<file path="config.mk">
export PLATFORM = sky130hd
export DESIGN_NAME = mmio_led_bank_flat
export DESIGN_NICKNAME = d
export VERILOG_FILES = /design/src/rtl/mmio_led_bank_if.sv /design/src/rtl/mmio_led_bank.sv /design/src/flat_wrapper.sv
export SDC_FILE = /design/constraint.sdc
export NUM_CORES = 1
export LEC_CHECK = 0
export BUFFER_PORTS_ARGS = -buffer_cell sky130_fd_sc_hd__buf_4
export CORE_UTILIZATION = 62
export CTS_BUF_LIST = sky130_fd_sc_hd__clkbuf_16
export CTS_CLUSTER_DIAMETER = 80
export CTS_CLUSTER_SIZE = 8
export DETAILED_ROUTE_END_ITERATION = 16
export HOLD_SLACK_MARGIN = 0.12
export PLACE_DENSITY = 0.91
export SLEW_MARGIN = 20
export SYNTH_ARGS = -nofsm -noshare
export SYNTH_HDL_FRONTEND = slang
export SYNTH_SLANG_ARGS = --single-unit
export TNS_END_PERCENT = 1
</file>
<file path="constraint.sdc">
create_clock -name clock -period 5.3 [get_ports clock]
set_input_delay 1.06 -clock clock [delete_from_list [all_inputs] [get_ports clock]]
set_output_delay 1.06 -clock clock [all_outputs]
set_load 0.05 [all_outputs]
</file>
<file path="src/rtl/mmio_led_bank_if.sv">
// Data-memory bus slice seen by the LED bank.
// The CPU side drives address/write; the bank answers with hit/read data.
interface mmio_led_bank_if;
    logic [31:0] rw_addr;
    logic [31:0] w_data;
    logic        w_en;
    logic [31:0] r_data;
    logic        hit;

    modport master (
        output rw_addr,
        output w_data,
        output w_en,
        input  r_data,
        input  hit
    );

    modport slave (
        input  rw_addr,
        input  w_data,
        input  w_en,
        output r_data,
        output hit
    );
endinterface

</file>
<file path="src/rtl/mmio_led_bank.sv">
// Memory-mapped multi-channel LED controller with a programmable tick.
// Channels run static, blink or rotate patterns for a tick-counted duration.
module mmio_led_bank #(
    parameter logic [31:0]      BASE_ADDR = 32'h0000_03c0,
    parameter int               N_CH      = 4,
    parameter int               LED_W     = 8,
    parameter int               DIV_W     = 24,
    parameter logic [DIV_W-1:0] DIV_RESET = 24'h0004b0
) (
    input  logic                    clock,
    input  logic                    reset_n,
    mmio_led_bank_if.slave          bus,
    output logic                    tick,
    output logic [N_CH*LED_W-1:0]   led_out
);

    logic [31:0]       off;
    logic [3:0]        widx;
    logic              in_win;
    logic              sel_ctrl;
    logic              sel_div;
    logic              sel_stat;
    logic [N_CH-1:0]   sel_ch;
    logic              hit_c;
    logic              wr_ctrl;
    logic              wr_div;
    logic [N_CH-1:0]   wr_ch;
    logic [N_CH-1:0]   busy;
    logic [31:0]       rd;
    logic              unused_bits;

    logic              en_q, en_d;
    logic [DIV_W-1:0]  div_q, div_d;
    logic [DIV_W-1:0]  cnt_q, cnt_d;

    logic [LED_W-1:0]  pat_q   [N_CH];
    logic [LED_W-1:0]  pat_d   [N_CH];
    logic [7:0]        dur_q   [N_CH];
    logic [7:0]        dur_d   [N_CH];
    logic [1:0]        mode_q  [N_CH];
    logic [1:0]        mode_d  [N_CH];
    logic              phase_q [N_CH];
    logic              phase_d [N_CH];

    // Modular subtraction makes addresses below the base land far outside.
    assign off    = bus.rw_addr - BASE_ADDR;
    assign in_win = (off[31:6] == 26'd0);
    assign widx   = off[5:2];

    assign unused_bits = ^{off[1:0], bus.w_data};

    // Window decode: which register, if any, the address selects.
    always_comb begin
        sel_ctrl = in_win && (widx == 4'd0);
        sel_div  = in_win && (widx == 4'd1);
        sel_stat = in_win && (widx == 4'd2);
        sel_ch   = '0;
        for (int i = 0; i < N_CH; i++) begin
            sel_ch[i] = in_win && (widx == 4'(i + 4));
        end
        hit_c   = sel_ctrl | sel_div | sel_stat | (|sel_ch);
        wr_ctrl = bus.w_en && sel_ctrl;
        wr_div  = bus.w_en && sel_div;
        wr_ch   = bus.w_en ? sel_ch : '0;
    end

    assign bus.hit = hit_c;
    assign tick    = en_q && (cnt_q == div_q);

    // Tick counter: restarts on DIV write, on each tick and while disabled.
    always_comb begin
        en_d  = wr_ctrl ? bus.w_data[0] : en_q;
        div_d = wr_div ? bus.w_data[DIV_W-1:0] : div_q;
        cnt_d = (wr_div || !en_q || tick) ? '0 : cnt_q + 1'b1;
    end

    // Control registers.
    always_ff @(posedge clock or negedge reset_n) begin
        if (!reset_n) begin
            en_q  <= 1'b1;
            div_q <= DIV_RESET;
            cnt_q <= '0;
        end else begin
            en_q  <= en_d;
            div_q <= div_d;
            cnt_q <= cnt_d;
        end
    end

    // Channel next state: a bus write beats a same-edge tick.
    always_comb begin
        for (int i = 0; i < N_CH; i++) begin
            pat_d[i]   = pat_q[i];
            dur_d[i]   = dur_q[i];
            mode_d[i]  = mode_q[i];
            phase_d[i] = phase_q[i];
            if (wr_ch[i]) begin
                pat_d[i]   = bus.w_data[LED_W-1:0];
                dur_d[i]   = bus.w_data[23:16];
                mode_d[i]  = bus.w_data[25:24];
                phase_d[i] = 1'b0;
            end else if (tick) begin
                if (dur_q[i] == 8'd1) begin
                    pat_d[i]   = '0;
                    dur_d[i]   = '0;
                    mode_d[i]  = '0;
                    phase_d[i] = 1'b0;
                end else begin
                    if (mode_q[i] == 2'd1) begin
                        phase_d[i] = ~phase_q[i];
                    end
                    if (mode_q[i] == 2'd2) begin
                        pat_d[i] = (pat_q[i] << 1) | (pat_q[i] >> (LED_W - 1));
                    end
                    if (dur_q[i] != 8'd0) begin
                        dur_d[i] = dur_q[i] - 8'd1;
                    end
                end
            end
        end
    end

    // Channel registers.
    always_ff @(posedge clock or negedge reset_n) begin
        if (!reset_n) begin
            pat_q   <= '{default: '0};
            dur_q   <= '{default: '0};
            mode_q  <= '{default: '0};
            phase_q <= '{default: 1'b0};
        end else begin
            pat_q   <= pat_d;
            dur_q   <= dur_d;
            mode_q  <= mode_d;
            phase_q <= phase_d;
        end
    end

    // LED drive and busy flags straight from registers.
    always_comb begin
        led_out = '0;
        busy    = '0;
        for (int i = 0; i < N_CH; i++) begin
            led_out[i*LED_W +: LED_W] = phase_q[i] ? '0 : pat_q[i];
            busy[i] = (dur_q[i] != 8'd0);
        end
    end

    // Read mux; zero whenever the address is not a mapped register.
    always_comb begin
        rd = '0;
        unique case (1'b1)
            sel_ctrl: rd[0] = en_q;
            sel_div:  rd[DIV_W-1:0] = div_q;
            sel_stat: rd[N_CH-1:0] = busy;
            default: begin
                for (int i = 0; i < N_CH; i++) begin
                    if (sel_ch[i]) begin
                        rd[LED_W-1:0] = pat_q[i];
                        rd[23:16]     = dur_q[i];
                        rd[25:24]     = mode_q[i];
                        rd[31]        = phase_q[i];
                    end
                end
            end
        endcase
    end

    assign bus.r_data = rd;

endmodule

</file>
<file path="src/flat_wrapper.sv">
// flat-port wrapper written by rule: the top's interface ports become plain ports
module mmio_led_bank_flat 
#(
    parameter logic [31:0]      BASE_ADDR = 32'h0000_03c0,
    parameter int               N_CH      = 4,
    parameter int               LED_W     = 8,
    parameter int               DIV_W     = 24,
    parameter logic [DIV_W-1:0] DIV_RESET = 24'h0004b0
)
  (clock, reset_n, tick, led_out, bus_rw_addr, bus_w_data, bus_w_en, bus_r_data, bus_hit);
  mmio_led_bank_if bus_i ();
  input  logic clock;
  input  logic reset_n;
  output logic tick;
  output logic [N_CH*LED_W-1:0] led_out;
  input wire logic [$bits(bus_i.rw_addr)-1:0] bus_rw_addr;
  input wire logic [$bits(bus_i.w_data)-1:0] bus_w_data;
  input wire logic [$bits(bus_i.w_en)-1:0] bus_w_en;
  output wire logic [$bits(bus_i.r_data)-1:0] bus_r_data;
  output wire logic [$bits(bus_i.hit)-1:0] bus_hit;
  assign bus_i.rw_addr = bus_rw_addr;
  assign bus_i.w_data = bus_w_data;
  assign bus_i.w_en = bus_w_en;
  assign bus_r_data = bus_i.r_data;
  assign bus_hit = bus_i.hit;
  mmio_led_bank #(.BASE_ADDR(BASE_ADDR), .N_CH(N_CH), .LED_W(LED_W), .DIV_W(DIV_W), .DIV_RESET(DIV_RESET)) u_core (.clock(clock), .reset_n(reset_n), .bus(bus_i), .tick(tick), .led_out(led_out));
endmodule
</file>
==> results of run 1 <==
metrics by stage:
| stage | power (µW) | util [%] | instance area, µm² |
|---|---|---|---|
| after global routing | 2310 | 76.1 | 9560 |
| after detailed placement | 1090 | 71.4 | 8980 |
| after CTS | 2250 | 76.1 | 9560 |
| after floorplan | 1020 | - | 8010 |
| final | 2260 | 76.1 | 9560 |
| after global placement | 1090 | 71.4 | 8980 |
sequential cells by signal (all words and copies together), names as in the netlist:
register,flops
u_core.dur_q,32
u_core.pat_q,32
u_core.cnt_q,24
u_core.div_q,24
u_core.mode_q,8
u_core.phase_q,4
u_core.en_q,1
cells in the mapped netlist, types with 3 or more instances:
| cell | count | area, µm² |
|---|---|---|
| dfrtp_1 | 120 | 3000 |
| nor2_1 | 107 | 402 |
| nand3_1 | 43 | 215 |
| clkbuf_1 | 40 | 150 |
| inv_1 | 37 | 139 |
| nand2_1 | 37 | 139 |
| a21oi_1 | 35 | 175 |
| mux2i_1 | 33 | 330 |
| mux2_2 | 29 | 327 |
| xnor2_1 | 29 | 254 |
| nor2b_1 | 27 | 169 |
| o21ai_0 | 27 | 135 |
| nand4_1 | 25 | 156 |
| and3_1 | 23 | 144 |
| and2_1 | 22 | 138 |
| a22oi_1 | 19 | 143 |
| mux4_2 | 17 | 383 |
| nor3_1 | 17 | 85.1 |
| xor2_1 | 17 | 149 |
| nor4_1 | 14 | 87.6 |
| a32o_1 | 13 | 130 |
| o211ai_1 | 12 | 90.1 |
| a31oi_1 | 11 | 68.8 |
| buf_2 | 9 | 45.0 |
| ha_1 | 9 | 113 |
| o21ai_1 | 9 | 45.0 |
| nand2b_1 | 6 | 37.5 |
| or3_1 | 6 | 37.5 |
| a32oi_1 | 5 | 43.8 |
| buf_4 | 5 | 37.5 |
| dfstp_2 | 5 | 131 |
| nand4b_1 | 5 | 43.8 |
| nor3b_1 | 5 | 37.5 |
| nor4b_1 | 5 | 43.8 |
| and4_1 | 4 | 35.0 |
| nand3b_1 | 4 | 30.0 |
| or4_1 | 4 | 30.0 |
| o31ai_1 | 3 | 22.5 |
critical path, cell delays in order (launching register included):
cell and delay [ns]:
dfrtp_1 0.46, xnor2_1 0.18, nand3_1 0.47, nor3_2 0.32
buf_4 0.33, nand2_1 0.09, buf_4 0.22, inv_1 0.41
buf_4 0.29
cell families (layout without fill, tap and decap cells):
kind of cell,count (synthesis),in the layout,share of synthesized area (%)
multiplexers,79,79,13.0
flip-flops,125,125,39.2
XOR/XNOR,46,46,5.04
buffers and inverters,92,198,4.70
other,1,5,0.0469
AO/OA/AOI/OAI,147,147,12.1
adder cells (fa/ha/maj),9,9,1.41
AND/OR/NAND/NOR,366,366,24.5
power by group through the flow:
stage | Clock, µW | Combinational, µW | Sequential, µW
2_1_floorplan | 0 | 44.4 | 972
3_3_place_gp | 0 | 116 | 972
3_5_place_dp | 0 | 117 | 972
4_1_cts | 1180 | 118 | 955
5_1_grt | 1220 | 127 | 955
6_report | 1180 | 120 | 955
final timing paths:
check                      slack (ns)                to
max                              1.02              tick
min                              0.52   u_core.pat_q[1]
max reg2reg                      2.20  u_core.cnt_q[22]
min reg2reg                      0.52   u_core.pat_q[1]
max in group asynchronous        3.64       u_core.en_q
min in group asynchronous        0.69  u_core.div_q[21]
routing by layer:
| layer | up-vias | global-route usage [%] | wire [µm] |
|---|---|---|---|
| li1 | 3337 | - | - |
| met1 | 3669 | 49.3 | 9360 |
| met2 | 555 | 57.8 | 11100 |
| met3 | 119 | 8.26 | 2650 |
| met4 | 0 | 23.0 | 1180 |
| met5 | - | 0 | 0 |
final cells by class:
class,instances,share of cell area [%]
multi-input cells,652,47.1
clock inverters,13,1.67
clock buffers,17,4.45
repair buffers,131,10.3
inverters,37,1.45
flip-flops and latches,125,32.8
well taps,172,2.25
==> metrics.md, run 1 <==
| Metric | Value |
|---|---|
| Critical Path RT | `4.24 ns` |
| Syn avg cell area | `9.24 µm²` |
| Status | `complete, no violations` |
| Setup TNS | `0 ns` |
| DP Cell Count | `between 1000 and 1500` |
| Post-Layout Cell Count | `1147` |
| Min-delay src | `u_core.pat_q[1]` |
| P_int | `1770 µW` |
| Post-route ant nets | `0` |
| CP startpoint | `u_core.cnt_q[11]` |
| Worst hold stages | `2` |
| Period utilization | `between 80% and 90%` |
| YS warnings | `0` |
| Placeable core region | `12600 µm²` |
| Synth Register Bits | `125` |
| Multi-input logic area | `4510 µm²` |
| Worst slew pin tran | `between 1 and 1.5 ns` |
| Worst-path maximum fanout | `24` |
| Gates resized, CTS repair | `0` |
| Tmin final | `between 4 and 5 ns` |
| FF/Latch Area | `between 3000 and 4000 µm²` |
| Reg2Reg Depth | `8` |
| P_sw | `488 µW` |
| Netlist Area Pre-Place | `7990 µm²` |
| Initial Utilization | `63.6%` |
| Number of synthesized flops with an enable pin | `0` |
| Area growth syn-to-layout | `19.7%` |
| Post CTS Setup Buffer Count | `0` |
| CTS tree | `built` |
| Initial DRC Count | `1086` |
| Logic gate share of total power | `~5.3%` |
| Pre-antenna DRT Iters | `6` |
| Crit Path Class | `flip-flop to output port` |
| Largest net degree at the start of global routing | `55` |
| Most frequent cells in the layout | `buf_4 (131), dfrtp_1 (120), nor2_1 (107)` |
| CTS Sinks | `125` |
| Worst vdd ir | `0.215 mV` |
| First-pass GRT wire length | `37.6 mm` |
| Sequential cell area fraction in the yosys report | `39.2%` |
| Asr flop ratio synth | `100%` |
| Initial antenna violation count | `0` |
| Place WS | `~1.1 ns` |
| RePlAce Congestion | `0.941` |
| CTS HTree Levels | `4` |
| Sw Share | `a little over a fifth` |
| FP Rows | `41` |
| Crit path DAT | `3.22 ns` |
| Vias in the first global route | `7248` |
| WL/cell | `21.2 µm` |
| Critical path capture point type | `output port` |
| RSZ-0062 raised after global routing | `no` |
| Clk_skew | `0.00890 ns` |
| GR Util All Layers | `between 30% and 40%` |
| IO Count | `133` |
| Routed via count | `about 7700` |
| Final WL | `24.3 mm` |
| Fill cell count | `just over 800` |
| Setup-failing EPs final | `0` |
| Antenna cells | `0` |
| Pins Over Slew Limit | `0` |
| Die height | `116 µm` |
| Hold buffers post-CTS | `0` |
| Clock root buffer master | `clkbuf_16` |
| Reg power frac | `42.3%` |
| Hold_ws | `roughly 0.52 ns` |
| Share of layout cells above drive strength 1 | `21.8%` |
| Worst-skew pair later-pin latency | `0.42 ns` |
| Max Buffers Root-to-Sink | `2` |
| GR Overflow Total | `0` |
| Layout net count | `1040` |
| Commonest non-fill, non-tap cell in the layout | `buf_4` |
| Slew headroom | `between 20 and 30%` |
| Via/cell ratio | `6.70` |
| Startpoint class of the critical path | `flip-flop` |
| Most used DFF post-synth | `dfrtp_1` |
| Library cells used by synthesis | `60` |
| Num CTS Buffers | `17` |
| Dpl hpwl | `16.7 mm` |
| Power per cell area | `236 nW/µm²` |
| Hold WC Path Type | `flip-flop to flip-flop` |
| Final Hold Viols | `0` |
| Clock power frac | `52.4%` |
| Die area | `13300 µm²` |
| Max Cap Viol | `0` |
| PortBufs | `119` |
| Final WS setup | `1.02 ns` |
| R2R Path Start | `u_core.cnt_q[11]` |
| Die W | `between 100 and 150 µm` |
| DR DRC count | `0` |
| Gate Count Post-Synth | `865` |
| Achievable clock frequency | `234 MHz` |
| Leakage power | `0.00416 µW` |
| Clock transition at path regs | `0.06 ns` |
No activity file was read; power rests on OpenSTA's default activity.
==> run 2: changes to the inputs <==
- ABC_AREA: default -> 1
- CORE_UTILIZATION: 62 -> 59
- PLACE_DENSITY: 0.91 -> 0.86
- clock period: 5.3 -> 4 ns (I/O delays scaled with it)
==> run 2 against run 1 <==
Effect of this change: sequential share of layout area decreased by 5.9 points; register-to-register slack worse by 1.1 ns; hold slack worse by 0.12 ns; global-route usage grew 0.48 points; routed wire length increased by 29%; die area rose by 24%; clock skew is essentially flat; sequential power is 33% higher; synthesized cell count up 75%; cell area up 22%; clock power rose by 29%; critical path type is now input pin to output port; largest power group unchanged.
==> metrics.md, run 2 <==
| Metric | Value |
|---|---|
| Status | `complete, no violations` |
| Post-Layout Cell Count | `1870 (+63%)` |
| Die area | `16600 µm² (+24%)` |
| CTS HTree Levels | `4 (unchanged)` |
| Worst-path maximum fanout | `8 (-67%)` |
| Setup-failing EPs final | `0 (unchanged)` |
| GR Overflow Total | `0 (unchanged)` |
| Die W | `129 µm (+12%)` |
| Post-route ant nets | `0 (unchanged)` |
| Layout net count | `1722 (+66%)` |
| Max Cap Viol | `0 (unchanged)` |
| Achievable clock frequency | `253 MHz` |
| Initial antenna violation count | `0 (unchanged)` |
| Netlist Area Pre-Place | `9490 µm² (+19%)` |
| Largest net degree at the start of global routing | `50 (-9.1%)` |
| CTS Sinks | `125 (unchanged)` |
| WL/cell | `16.8 µm (-21%)` |
| Reg power frac | `42.2% (about the same)` |
| Tmin final | `between 3 and 4 ns` |
| Die height | `129 µm (+12%)` |
| Clock root buffer master | `clkbuf_16` |
| Critical Path RT | `3.20 ns (-1.04 ns)` |
| Most used DFF post-synth | `dfrtp_1` |
| R2R Path Start | `u_core.dur_q[30]` |
| Worst slew pin tran | `0.862 ns (-0.200 ns)` |
| DR DRC count | `0 (unchanged)` |
| YS warnings | `0 (unchanged)` |
| P_sw | `755 µW (+55%)` |
| P_int | `2240 µW (+27%)` |
| Library cells used by synthesis | `39 (-35%)` |
| Num CTS Buffers | `17 (unchanged)` |
| IO Count | `133 (unchanged)` |
| Most frequent cells in the layout | `nand2_1 (504), nor2_1 (174), inv_1 (166)` |
| Worst-skew pair later-pin latency | `0.43 ns (about the same)` |
| Power per cell area | `257 nW/µm² (+8.8%)` |
| Period utilization | `98.7%` |
| GR Util All Layers | `38.2% (+0.48 points)` |
| Initial DRC Count | `1126 (+3.7%)` |
| Dpl hpwl | `22.8 mm (+37%)` |
| Synth top area cells | `dfrtp_1 (32%), nand2_1 (21%), nand3_1 (8.5%)` |
| Crit path DAT | `3.15 ns (-0.07 ns)` |
| Clk_skew | `0.00860 ns (-0.000297 ns)` |
| Startpoint class of the critical path | `input pin` |
| Pre-antenna DRT Iters | `6 (unchanged)` |
| FP Rows | `45 (+9.8%)` |
| Logic gate share of total power | `6.9% (+1.6 points)` |
| Placeable core region | `15400 µm² (+23%)` |
| RSZ-0062 raised after global routing | `yes` |
| First-pass GRT wire length | `48.2 mm (+28%)` |
| Most common cell in the netlist | `nand2_1` |
| Synth Register Bits | `125 (unchanged)` |
| Share of layout cells above drive strength 1 | `20.0% (-1.8 points)` |
| Leakage power | `0.00627 µW (+51%)` |
| RePlAce Congestion | `0.952 (+1.1%)` |
| Routed via count | `10600 (+38%)` |
| Clock power frac | `50.8% (-1.6 points)` |
| Hold WC Path Type | `input pin to async pin` |
| Reg2Reg Depth | `9 (+1)` |
| Post-Route Utilization | `75.6% (-0.47 points)` |
| CTS tree | `built` |
| Sw Share | `25.2% (+3.6 points)` |
| Asr flop ratio synth | `100% (unchanged)` |
| Max Buffers Root-to-Sink | `2 (unchanged)` |
| Area growth syn-to-layout | `23.0%` |
| Post-synth top cells | `nand2_1 (525), nor2_1 (193), inv_1 (167), nand3_1 (161), dfrtp_1 (120)` |
| PortBufs | `119 (unchanged)` |
| Worst vdd ir | `0.301 mV (+40%)` |
| Via/cell ratio | `5.68 (-15%)` |
| DP Cell Count | `1833 (+64%)` |
| Pins Over Slew Limit | `0 (unchanged)` |
| Area leader, netlist | `dfrtp_1` |
| Largest registers | `u_core.dur_q x32, u_core.pat_q x32` |
| CP startpoint | `bus_rw_addr[13]` |
| Slew headroom | `42.1% (+13 points)` |
| Critical path capture point type | `output port` |
| Number of synthesized flops with an enable pin | `0 (unchanged)` |
| Final WL | `31.5 mm (+29%)` |
| Commonest non-fill, non-tap cell in the layout | `nand2_1` |
| Syn avg cell area | `6.25 µm² (-32%)` |
| Antenna cells | `0 (unchanged)` |
| Vias in the first global route | `9421 (+30%)` |
| Sequential cell area fraction in the yosys report | `33.0% (-6.2 points)` |
| Final Hold Viols | `0 (unchanged)` |
| Gate Count Post-Synth | `1517 (+75%)` |
| Initial Utilization | `61.5% (-2.1 points)` |
| Post-synth top area share | `31.6% (-5.9 points)` |
| Crit Path Class | `input pin to output port` |
| Clock transition at path regs | `0.06 ns (about the same)` |
==> run 2: changes by cell type after synthesis, sizes merged, moves of 23 or more <==
cell | before | now
and3 | 23 | 0
inv | 37 | 170
mux2 | 29 | 0
mux2i | 33 | 0
nand2 | 37 | 530
nand3 | 44 | 165
nor2 | 107 | 203
nor2b | 27 | 0
or2 | 1 | 52
==> run 2: worst max-delay path, stage by stage <==
cell and delay, ns:
buf_4 0.13, nor2_4 0.13, nand2_4 0.08, nor2_4 0.16, buf_4 0.15, nand3_1 0.07, nand2_1 0.10, nand4_1 0.14
inv_1 0.08, nand3_1 0.12, nor2_4 0.28, nand2_4 0.13, nor2_1 0.12, buf_4 0.17, nand2_1 0.06, nand2_1 0.10
inv_1 0.06, nand3_2 0.08, buf_8 0.15
==> run 2: final timing paths <==
check | endpoint | slack [ns]
min reg2reg | u_core.div_q[10] | 0.49
min in group clock | u_core.div_q[10] | 0.49
min | u_core.mode_q[6] | 0.40
max in group asynchronous | u_core.div_q[10] | 2.71
max | bus_r_data[20] | 0.05
max reg2reg | u_core.dur_q[29] | 1.06
==> run 2: cell type report <==
cell class              count  area, µm²
multi-input cells        1168       5670
fillers                  1278       3760
flip-flops and latches    125       3130
repair buffers            163       1390
inverters                 171        642
clock buffers              17        425
well taps                 211        264
clock inverters            15        149
==> run 2: power groups by stage <==
stage          sequential (µW)  combinational [µW]  clock (µW)
2_1_floorplan             1290                65.0           0
3_3_place_gp              1290                 187           0
3_5_place_dp              1290                 188           0
4_1_cts                   1270                 189        1520
5_1_grt                   1260                 220        1580
6_report                  1270                 207        1520
==> run 2: repair_timing <==
item | in CTS | in global routing
setup buffers | 0 | 5
hold buffers | 0 | 0
endpoints found under the setup margin | 7 | 28
pin swaps | 0 | 25
gates cloned | 0 | 0
resized for setup | 1 | 102
==> run 2: cells by family (layout without fill, tap and decap cells) <==
group,after synthesis,count (layout),share of synthesized area (%)
AO/OA/AOI/OAI,85,85,5.14
XOR/XNOR,44,44,4.06
adder cells (fa/ha/maj),9,9,1.19
buffers and inverters,228,366,9.61
flip-flops,125,125,33.0
other,1,5,0.0395
AND/OR/NAND/NOR,1025,1025,46.9
==> run 2: stage by stage <==
stage / setup WS (ns) / hold WS, ns / cell area, µm² / power [µW] / setup TNS (ns)
6_report: 0.0503 / 0.402 / 11700 / 3000 / 0
5_1_grt: -0.0858 / 0.440 / 11700 / 3060 / -0.900
4_1_cts: 0.00775 / 0.415 / 11300 / 2980 / 0
3_5_place_dp: -0.0214 / 0.484 / 10700 / 1480 / -0.0690
3_3_place_gp: -0.0350 / 0.454 / 10700 / 1470 / -0.0350
2_1_floorplan: 0.0385 / 0.442 / 9500 / 1350 / 0
==> run 2: per-layer routing <==
layer | GRT usage, % | share of wire [%] | vias up
li1 | - | - | 5017
met1 | 49.2 | 39 | 4877
met5 | 0 | 0 | -
met2 | 60.9 | 46 | 604
met3 | 8.40 | 9.4 | 118
met4 | 18.9 | 5.2 | 0
==> run 3: changes to the inputs <==
- CORE_UTILIZATION: 59 -> 53
- PLACE_DENSITY: 0.86 -> 0.82
- clock period: 4 -> 3.6 ns (I/O delays scaled with it)
==> run 3 against run 2 <==
Effect of this change: the run now ends with setup timing left; sequential power grew 11%; register-to-register slack lost 0.21 ns; combinational power grew 15%; critical endpoint is now bus_r_data[1]; largest cell class unchanged; highest routed layer unchanged.
==> metrics.md, run 3 (synthesis results as in run 2) <==
| Metric | Value |
|---|---|
| Final WS setup | `-0.0963 ns (-0.147 ns)` |
| DP Cell Count | `1882 (+2.7%)` |
| Failing checks | `setup timing` |
| Final WL | `31.5 mm (about the same)` |
| Reg2reg setup slack | `0.85 ns (-0.21 ns)` |
| Largest registers | `u_core.dur_q x32, u_core.pat_q x32` |
| DR DRC count | `0 (unchanged)` |
| Die area | `18400 µm² (+11%)` |
| FP Rows | `48 (+6.7%)` |
| Fill cell count | `1505 (+18%)` |
| CTS tree | `built` |
| WL/cell | `16.4 µm (-2.6%)` |
| Status | `complete, but fails checks` |
| Post-Layout Cell Count | `1920 (+2.7%)` |
| Most frequent CP cell | `buf_4` |
| Clock transition at path regs | `0.07 ns (about the same)` |
| Area growth syn-to-layout | `26.8%` |
| Max Buffers Root-to-Sink | `2 (unchanged)` |
| Period utilization | `103%` |
| Layout net count | `1758 (+2.1%)` |
| Pre-antenna DRT Iters | `6 (unchanged)` |
| Slew headroom | `43.0% (+0.83 points)` |
| Critical Path RT | `2.88 ns (-0.32 ns)` |
| IO Count | `133 (unchanged)` |
| Worst slew pin tran | `0.850 ns (-0.0123 ns)` |
| Post-route ant nets | `0 (unchanged)` |
| Power after layout | `3520 µW (+18%)` |
| CTS HTree Levels | `4 (unchanged)` |
| Final Hold Viols | `0 (unchanged)` |
| Top sig layer | `met4` |
| Worst vdd ir | `0.309 mV (+2.7%)` |
| WP buf/inv | `5 (-1)` |
| RePlAce Congestion | `0.957 (+0.54%)` |
| Crit-path max cell delay | `0.19 ns (-0.09 ns)` |
| Routed via count | `10700 (+0.62%)` |
| Detail Route met2 WL | `14.2 mm (-2.0%)` |
| Dpl hpwl | `22.6 mm (-0.91%)` |
| Clock root buffer master | `clkbuf_16` |
| Max Cap Viol | `0 (unchanged)` |
| Largest net degree at the start of global routing | `69 (+38%)` |
| Num CTS Buffers | `17 (unchanged)` |
| Share of layout cells above drive strength 1 | `21.6% (+1.6 points)` |
| GR Overflow Total | `0 (unchanged)` |
| Clk_skew | `0.0128 ns (+0.00419 ns)` |
| Tmin final | `3.70 ns` |
| Critical Path Slowest Stage Cell | `buf_6` |
| Via/cell ratio | `5.56 (-2.0%)` |
| Startpoint class of the critical path | `input pin` |
| R2R Path Start | `u_core.cnt_q[18]` |
| CTS Sinks | `125 (unchanged)` |
| Antenna cells | `0 (unchanged)` |
| Pins Over Slew Limit | `0 (unchanged)` |
| Reg2Reg Depth | `11 (+2)` |
| Die W | `136 µm (+5.4%)` |
| RSZ-0062 raised after global routing | `yes` |
| WL met3 | `3.14 mm (+5.8%)` |
| Initial DRC Count | `1161 (+3.1%)` |
| R2R Path End | `u_core.dur_q[28]` |
| Hold WC Path Type | `input pin to async pin` |
| Achievable clock frequency | `271 MHz` |
| Leakage power | `0.00649 µW (+3.6%)` |
| Initial antenna violation count | `0 (unchanged)` |
| Worst path cell trace | `buf_4 > nor2_4 > nand2_2 > nor2_4 > buf_4 > nand3_1 > nand2_1 > nand4_1 > nor3_2 > buf_4 > nand2_4 > nor2_4 > nand2_2 > buf_4 > nand3_1 > nor2_1 > nor2_2 > buf_6` |
| Most frequent cells in the layout | `nand2_1 (506), nor2_1 (171), inv_1 (166)` |
| GR Util All Layers | `35.4% (-2.8 points)` |
| Setup-failing EPs final | `27 (+27)` |
| Worst-skew pair later-pin latency | `0.44 ns (about the same)` |
| Crit Path Class | `input pin to output port` |
| Crit path DAT | `2.98 ns (-0.17 ns)` |
| Commonest non-fill, non-tap cell in the layout | `nand2_1` |
| Worst-path maximum fanout | `6 (-2)` |
| Die height | `136 µm (+5.4%)` |
| Initial Utilization | `54.5% (-7.0 points)` |
| Power per cell area | `293 nW/µm² (+14%)` |
| PortBufs | `119 (unchanged)` |
| Wl on met1 | `12.4 mm (-0.16%)` |
| Placeable core region | `17400 µm² (+13%)` |
| First-pass GRT wire length | `50.0 mm (+3.7%)` |
| Vias in the first global route | `9793 (+3.9%)` |
| Critical path capture point type | `output port` |
| Crit path max-delay family | `simple AND/OR/NAND/NOR gates` |
-- run 3: cell count changes in the layout (fill, tap and decap cells not counted), moves of 2 or more --
cell        previous run  this run
nand2_1              504       506
buf_4                136       161
bufinv_16              2         4
inv_6                  1         4
buf_8                 12         6
o21ai_1                9        15
o21ai_0               39        34
clkinv_2               5         1
clkinvlp_4             5         1
nor2_1               174       171
nor2_2                17        20
buf_6                 13        29
-- run 3: cell type report --
type,count,area [µm²],area share (%)
Clock inverter,15,209,1.74
Clock buffer,17,425,3.54
Inverter,171,642,5.33
Timing Repair Buffer,199,1690,14.0
Tap cell,225,282,2.34
Multi-Input combinational cell,1168,5650,47.0
Sequential cell,125,3130,26.1
-- run 3: through the flow --
step	setup TNS [ns]	area, µm²	worst slack, ns	hold WS (ns)	utilization [%]
floorplan	-0.598	9510	-0.172	0.424	-
global placement	-4.94	11000	-0.237	0.456	63.2
detailed placement	-6.20	11000	-0.287	0.459	63.2
CTS	-0.508	12000	-0.0614	0.394	68.7
global route	-6.25	12000	-0.276	0.416	69.1
finish	-1.03	12000	-0.0963	0.360	69.1
-- run 3: how the worst max path moves through the flow --
stage	startpoint	endpoint	slack, ns	depth (start not counted)
6_report	bus_rw_addr[10]	bus_r_data[1]	-0.1	18
2_1_floorplan	bus_rw_addr[7]	bus_r_data[1]	-0.17	16
4_1_cts	bus_rw_addr[8]	bus_r_data[24]	-0.06	18
3_5_place_dp	bus_rw_addr[10]	bus_r_data[7]	-0.29	19
5_1_grt	bus_rw_addr[10]	bus_r_data[5]	-0.28	21
3_3_place_gp	bus_rw_addr[7]	bus_r_data[7]	-0.24	20
-- run 3: where the power goes --
part | switching [µW] | internal (µW) | leakage [µW] | total (µW)
Clock | 710 | 1170 | 0.000308 | 1880
Combinational | 159 | 80.2 | 0.00447 | 239
Sequential | 0.000189 | 1410 | 0.00172 | 1410
Total | 869 | 2660 | 0.00649 | 3520
-- run 3: layer usage --
| layer | up-vias | global-route usage, % |
|---|---|---|
| met3 | 109 | 6.73 |
| met4 | 0 | 21.3 |
| met2 | 586 | 54.6 |
| li1 | 5094 | - |
| met1 | 4893 | 45.8 |
| met5 | - | 0 |
-- run 3: what timing repair did --
| item | 4_1_cts | 5_1_grt |
|---|---|---|
| cloned | 0 | 0 |
| pin swaps | 8 | 8 |
| buffers inserted | 4 | 2 |
| setup endpoints to repair | 28 | 28 |
| hold buffers | 0 | 0 |
| resized for setup | 88 | 23 |
